<file path="src/rtl/mmio_pkg.sv">
// mmio_pkg: offset-map helpers and window base address shared by the mmio bridge
package mmio_pkg;
  localparam int IN_BASE = 0;
  function automatic int out_base(input int n_in);
    return IN_BASE + n_in;
  endfunction
  function automatic int stat_off(input int n_in, input int n_out);
    return IN_BASE + n_in + n_out;
  endfunction
  function automatic int window_base(input int aw, input int io_aw);
    return (1 << aw) - (1 << io_aw);
  endfunction
endpackage

</file>
<file path="src/rtl/mmio_bridge_ce_gen.sv">
// ce_gen: one-cycle enable every DIVISOR clocks, first pulse DIVISOR cycles after reset
module ce_gen #(
  parameter int DIVISOR = 2
) (
  input  logic clk,
  input  logic rst,
  output logic ce
);
  localparam int CW = DIVISOR > 1 ? $clog2(DIVISOR) : 1;
  logic [CW-1:0] cnt;
  logic last;
  assign last = cnt == CW'(DIVISOR - 1);
  always_ff @(posedge clk or posedge rst)
    if (rst) begin
      cnt <= '0;
      ce  <= 1'b0;
    end else begin
      cnt <= last ? '0 : cnt + 1'b1;
      ce  <= last;
    end
endmodule

</file>
<file path="src/rtl/mmio_bridge.sv">
// mmio_bridge: CPU/memory bridge with an I/O window at the top of memory; MMIO_STATUS_EN adds a sticky input-change status word
module mmio_bridge
  import mmio_pkg::*;
#(
  parameter int ADDR_WIDTH = 6,
  parameter int DATA_WIDTH = 16,
  parameter int N_IN       = 2,
  parameter int N_OUT      = 2,
  parameter int IO_AW      = 3,
  parameter int DIVISOR    = 2
) (
  input  logic                        clk,
  input  logic                        rst,
  output logic                        cpu_ce,
  input  logic                        cpu_we,
  input  logic [ADDR_WIDTH-1:0]       cpu_addr,
  input  logic [DATA_WIDTH-1:0]       cpu_wdata,
  output logic [DATA_WIDTH-1:0]       cpu_rdata,
  output logic                        mem_we,
  output logic [ADDR_WIDTH-1:0]       mem_addr,
  output logic [DATA_WIDTH-1:0]       mem_data,
  input  logic [DATA_WIDTH-1:0]       mem_out,
  input  logic [N_IN*DATA_WIDTH-1:0]  in_bus,
  output logic [N_OUT*DATA_WIDTH-1:0] out_bus,
  output logic [N_OUT-1:0]            out_strobe
);
  localparam int OUT_B = out_base(N_IN);
`ifdef MMIO_STATUS_EN
  localparam int N_STAT = 1;
  localparam int STAT = stat_off(N_IN, N_OUT);
`else
  localparam int N_STAT = 0;
`endif
  localparam logic [ADDR_WIDTH-1:0] WBASE = ADDR_WIDTH'(window_base(ADDR_WIDTH, IO_AW));
  if (N_IN + N_OUT + N_STAT > (1 << IO_AW) || IO_AW >= ADDR_WIDTH) begin : g_chk
    $error("mmio_bridge: I/O window too small or wider than the address space");
  end
  ce_gen #(.DIVISOR(DIVISOR)) u_ce (.clk(clk), .rst(rst), .ce(cpu_ce));
  logic io_hit, wr, sel_q;
  logic [IO_AW-1:0] off;
  logic [DATA_WIDTH-1:0] io_d, io_q;
  logic [N_IN-1:0][DATA_WIDTH-1:0] s1, s2;
  logic [N_OUT-1:0][DATA_WIDTH-1:0] out_r;
  assign io_hit    = cpu_addr >= WBASE;
  assign off       = cpu_addr[IO_AW-1:0];
  assign wr        = cpu_ce & cpu_we & io_hit;
  assign mem_addr  = cpu_addr;
  assign mem_data  = cpu_wdata;
  assign mem_we    = cpu_we & cpu_ce & ~io_hit;
  assign out_bus   = out_r;
  assign cpu_rdata = sel_q ? io_q : mem_out;
  always_ff @(posedge clk or posedge rst)
    if (rst) begin
      s1 <= '0;
      s2 <= '0;
    end else begin
      s1 <= in_bus;
      s2 <= s1;
    end
  always_ff @(posedge clk or posedge rst)
    if (rst) begin
      out_r      <= '0;
      out_strobe <= '0;
    end else begin
      for (int j = 0; j < N_OUT; j++) begin
        out_strobe[j] <= wr && off == IO_AW'(OUT_B + j);
        if (wr && off == IO_AW'(OUT_B + j)) out_r[j] <= cpu_wdata;
      end
    end
`ifdef MMIO_STATUS_EN
  logic [N_IN-1:0][DATA_WIDTH-1:0] prev;
  logic [N_IN-1:0] flags, chg;
  logic rd_stat;
  assign rd_stat = cpu_ce & ~cpu_we & io_hit & (off == IO_AW'(STAT));
  always_comb
    for (int i = 0; i < N_IN; i++) chg[i] = s2[i] != prev[i];
  // a change in the clearing cycle re-sets its flag
  always_ff @(posedge clk or posedge rst)
    if (rst) begin
      prev  <= '0;
      flags <= '0;
    end else begin
      prev  <= s2;
      flags <= (rd_stat ? '0 : flags) | chg;
    end
`endif
  always_comb begin
    io_d = '0;
    for (int i = 0; i < N_IN; i++) if (off == IO_AW'(IN_BASE + i)) io_d = s2[i];
    for (int j = 0; j < N_OUT; j++) if (off == IO_AW'(OUT_B + j)) io_d = out_r[j];
`ifdef MMIO_STATUS_EN
    if (off == IO_AW'(STAT)) io_d = DATA_WIDTH'(flags);
`endif
  end
  always_ff @(posedge clk or posedge rst)
    if (rst) begin
      sel_q <= 1'b0;
      io_q  <= '0;
    end else if (cpu_ce) begin
      sel_q <= io_hit;
      io_q  <= io_d;
    end
endmodule

</file>
<file path="config.mk">
export PLATFORM = sky130hd
export DESIGN_NAME = mmio_bridge
export DESIGN_NICKNAME = d
export VERILOG_FILES = /design/src/rtl/mmio_pkg.sv /design/src/rtl/mmio_bridge_ce_gen.sv /design/src/rtl/mmio_bridge.sv
export SDC_FILE = /design/constraint.sdc
export NUM_CORES = 1
export LEC_CHECK = 0
export CAP_MARGIN = 20
export CORE_MARGIN = 2
export CORE_UTILIZATION = 30
export CTS_BUF_LIST = sky130_fd_sc_hd__clkbuf_16
export DETAILED_ROUTE_END_ITERATION = 16
export MAX_ROUTING_LAYER = met4
export PLACE_DENSITY = 0.59
export SLEW_MARGIN = 20
export SYNTH_ARGS = -nofsm -noshare
export SYNTH_HDL_FRONTEND = slang
export SYNTH_SLANG_ARGS = --single-unit
</file>
<file path="constraint.sdc">
create_clock -name clk -period 4.9 [get_ports clk]
set_clock_uncertainty 0.1 [all_clocks]
set_input_delay 0.735 -clock clk [delete_from_list [all_inputs] [get_ports clk]]
set_output_delay 0.735 -clock clk [all_outputs]
set_load 0.1 [all_outputs]
</file>
==> run metrics <==
switching share of total power 0.2934; number of global-route vias before repair 2900; Worst-path clk slew roughly 50 ps; fraction of final layout cells sized beyond drive strength 1 0.2288; part of the Yosys area used for sequential elements 0.6575; path type of the worst setup path input pin to output pin; worst reg2reg path endpoint out_bus[12]; GP Congestion slightly above 0.7; switching power 0.7958 mW; syn_nets 351; final worst-path cycle share 0.7154; number of buffers added by the clock tree synthesis step 17; die footprint approximately 16000 um^2; max frequency between 200 and 300 MHz; Post-CTS Repair Setup Buffers 0; Cell variety after synth 22; post-layout net count between 400 and 500; initial antenna violation count 0; fraction of synthesized cell area in xor and xnor cells 0; Worst Setup Slack, final between 1000 and 1500 ps; clock group share of total power 0.420; most common cell after layout, fill and taps aside sky130_fd_sc_hd__clkdlybuf4s50_1; number of primary I/O pins approximately 150; post-synthesis instance area between 4000 and 5000 um^2; Vert. Die Dim ~130 um; average cell area after synthesis approximately 16 um^2; setup repair after global routing missed its margin false; required time of the worst setup path around 4100 ps; post-detailed-route via-to-cell ratio 4.291; Worst Tran Pin Value a little over 1000 ps; number of clock sinks seen by CTS roughly 120; count of maximum capacitance violations 0; post-route minimum period ~3500 ps; Ys Warns 0; clock tree from TritonCTS yes; Combinational Power Share 0.193; combined global-route utilization of all metal layers 0.1411; Total Power Consumption between 2 and 3 mW; largest net degree at the start of global routing 60; count of inserted antenna diode cells 0; run status finished clean; hold-fix buffer count after cts 0; largest driver fanout on the critical path 4; buffer depth of the longest clock path 2; ANT nets after route 0; count of input and output buffers 146; routed vias around 2600; global-route wire length before repair between 15000 and 20000 um; leftover overflow at the end of global routing 0; insertion delay of the later-clocked pin in the worst-skew pair 410 ps; pins over their slew limit 0; worst reg-to-reg setup slack 2530 ps; endpoint type of the worst setup path output pin; aggregate negative setup slack 0 ps; Placed Instances approximately 580; worst relative slew slack 0.3115; dominant combinational cell family by area after synthesis multiplexers; number of iterations in the first detailed-routing pass 4; core footprint between 10000 and 15000 um^2; R2R Path Start u_ce.ce; leading cell types in the layout, fill and taps excluded sky130_fd_sc_hd__clkdlybuf4s50_1 (144), sky130_fd_sc_hd__dfrtp_1 (117), sky130_fd_sc_hd__mux2_2 (38), sky130_fd_sc_hd__inv_1 (37), sky130_fd_sc_hd__clkbuf_16 (17); Clock H-tree levels 4; detailed router's first-iteration violation count 73; effective utilization at floorplan 0.3064; width of the die 125.8 um; end point of the critical path mem_we; cell internal pwr around 1.9 mW; remaining design rule violation count 0; depth of the most critical reg-to-reg path 3; final-report setup violation count 0; routed wire length approximately 10000 um; post-synthesis mux area share 0.2158; Flop pwr share 0.387; startpoint class of the critical path input pin; fraction of the mapped netlist area in adder cells 0; WL per Instance between 15 and 20 um; Power Dens Cells between 400 and 500 nW/um^2; growth of design area from synthesis to finish 44.96%; cell at the root of the clock tree sky130_fd_sc_hd__clkbuf_16; Leak Pwr between 2 and 3 nW; placed wire-length estimate slightly above 7000 um; hold violation count in the final report 0; critical path startpoint cpu_addr[3]; Cell Count, Final, Fillers Out between 600 and 700; FF+latch count, synth roughly 120; data arrival time of the critical path around 2700 ps; compound-gate portion of the synthesized area 0.02248; basic-gate share of the synthesized area counting and, or, nand and nor cells 0.01714; worst slack, placed around 1400 ps; post-synthesis instance total between 200 and 300; Std-Cell Rows between 40 and 50; largest vdd supply drop ~0.00021 V; type of the worst min-delay path flop to flop; post_cts resized 0
## flip-flops by register name, summed over array words and instances (netlist names)
signal / flops
out_bus: 32
s1: 32
s2: 32
io_q: 16
out_strobe: 2
sel_q: 1
u_ce.ce: 1
u_ce.cnt: 1
## cells by family after synthesis
group | count (synthesis)
and+or+nand+nor | 10
DFF | 117
muxes | 65
buffers and inverters | 70
AOI/OAI and AO/OA | 16
## worst max-delay path, cell delays in order
cell	delay, ps
sky130_fd_sc_hd__clkdlybuf4s50_1	440
sky130_fd_sc_hd__and3_1	260
sky130_fd_sc_hd__nor2_1	100
sky130_fd_sc_hd__clkdlybuf4s50_1	1130
## power by group through the flow
stage | registers, mW | logic [mW] | clock network [mW]
floorplan | 1.19 | 0.250 | 0
global placement | 1.07 | 0.524 | 0
detailed placement | 1.07 | 0.527 | 0
CTS | 1.05 | 0.528 | 1.17
global route | 1.06 | 0.544 | 1.22
finish | 1.05 | 0.523 | 1.14
## cells in the mapped netlist (all sizes together)
cell	instances	area, um^2
nand3	1	17.52
buf	31	241.5
and4	1	11.26
and3	1	6.260
clkbuf	4	15.01
nor2	2	7.510
mux4	16	371.6
mux2	49	589.3
dfrtp	117	2928
nor2b	1	6.260
inv	35	131.4
o22ai	16	100.1
nand2b	1	6.260
nand2	2	7.510
and4b	1	13.76
## metrics by stage
stage / hold slack (ps) / instance area (um^2) / utilization
finish: 245.6 / 6455 / 0.4441
global route: 249.8 / 6455 / 0.4441
CTS: 244.9 / 6455 / 0.4441
detailed placement: 234.7 / 5906 / 0.4063
global placement: 233.0 / 5906 / 0.4063
floorplan: 231.2 / 4453 / -
## layer usage
metal | vias to the layer above | GRT usage | part of all wire
li1 | 1189 | - | -
met1 | 1329 | 0.1687 | 0.42
met2 | 74 | 0.2261 | 0.52
met3 | 17 | 0.03823 | 0.039
met4 | 0 | 0.06076 | 0.019
met5 | - | - | 0
## how the worst min path moves through the flow
stage,from,to,slack [ps],depth (start not counted)
floorplan,s1[0],s2[0],230,0
global placement,s1[3],s2[3],230,0
detailed placement,s1[0],s2[0],230,0
CTS,s1[0],s2[0],240,0
global route,s1[2],s2[2],250,0
finish,s1[15],s2[15],250,0
## area by class of cell
class                      instances  area [um^2]
clock buffer                      17        425.4
clock inverter                    15        123.9
fill                            1321         8079
inverter                          35        133.9
multi-input combinational         91         1137
sequential                       117         2928
tap                              184        230.2
timing repair buffer             149         1476
Power figures use the tool's default switching activity.
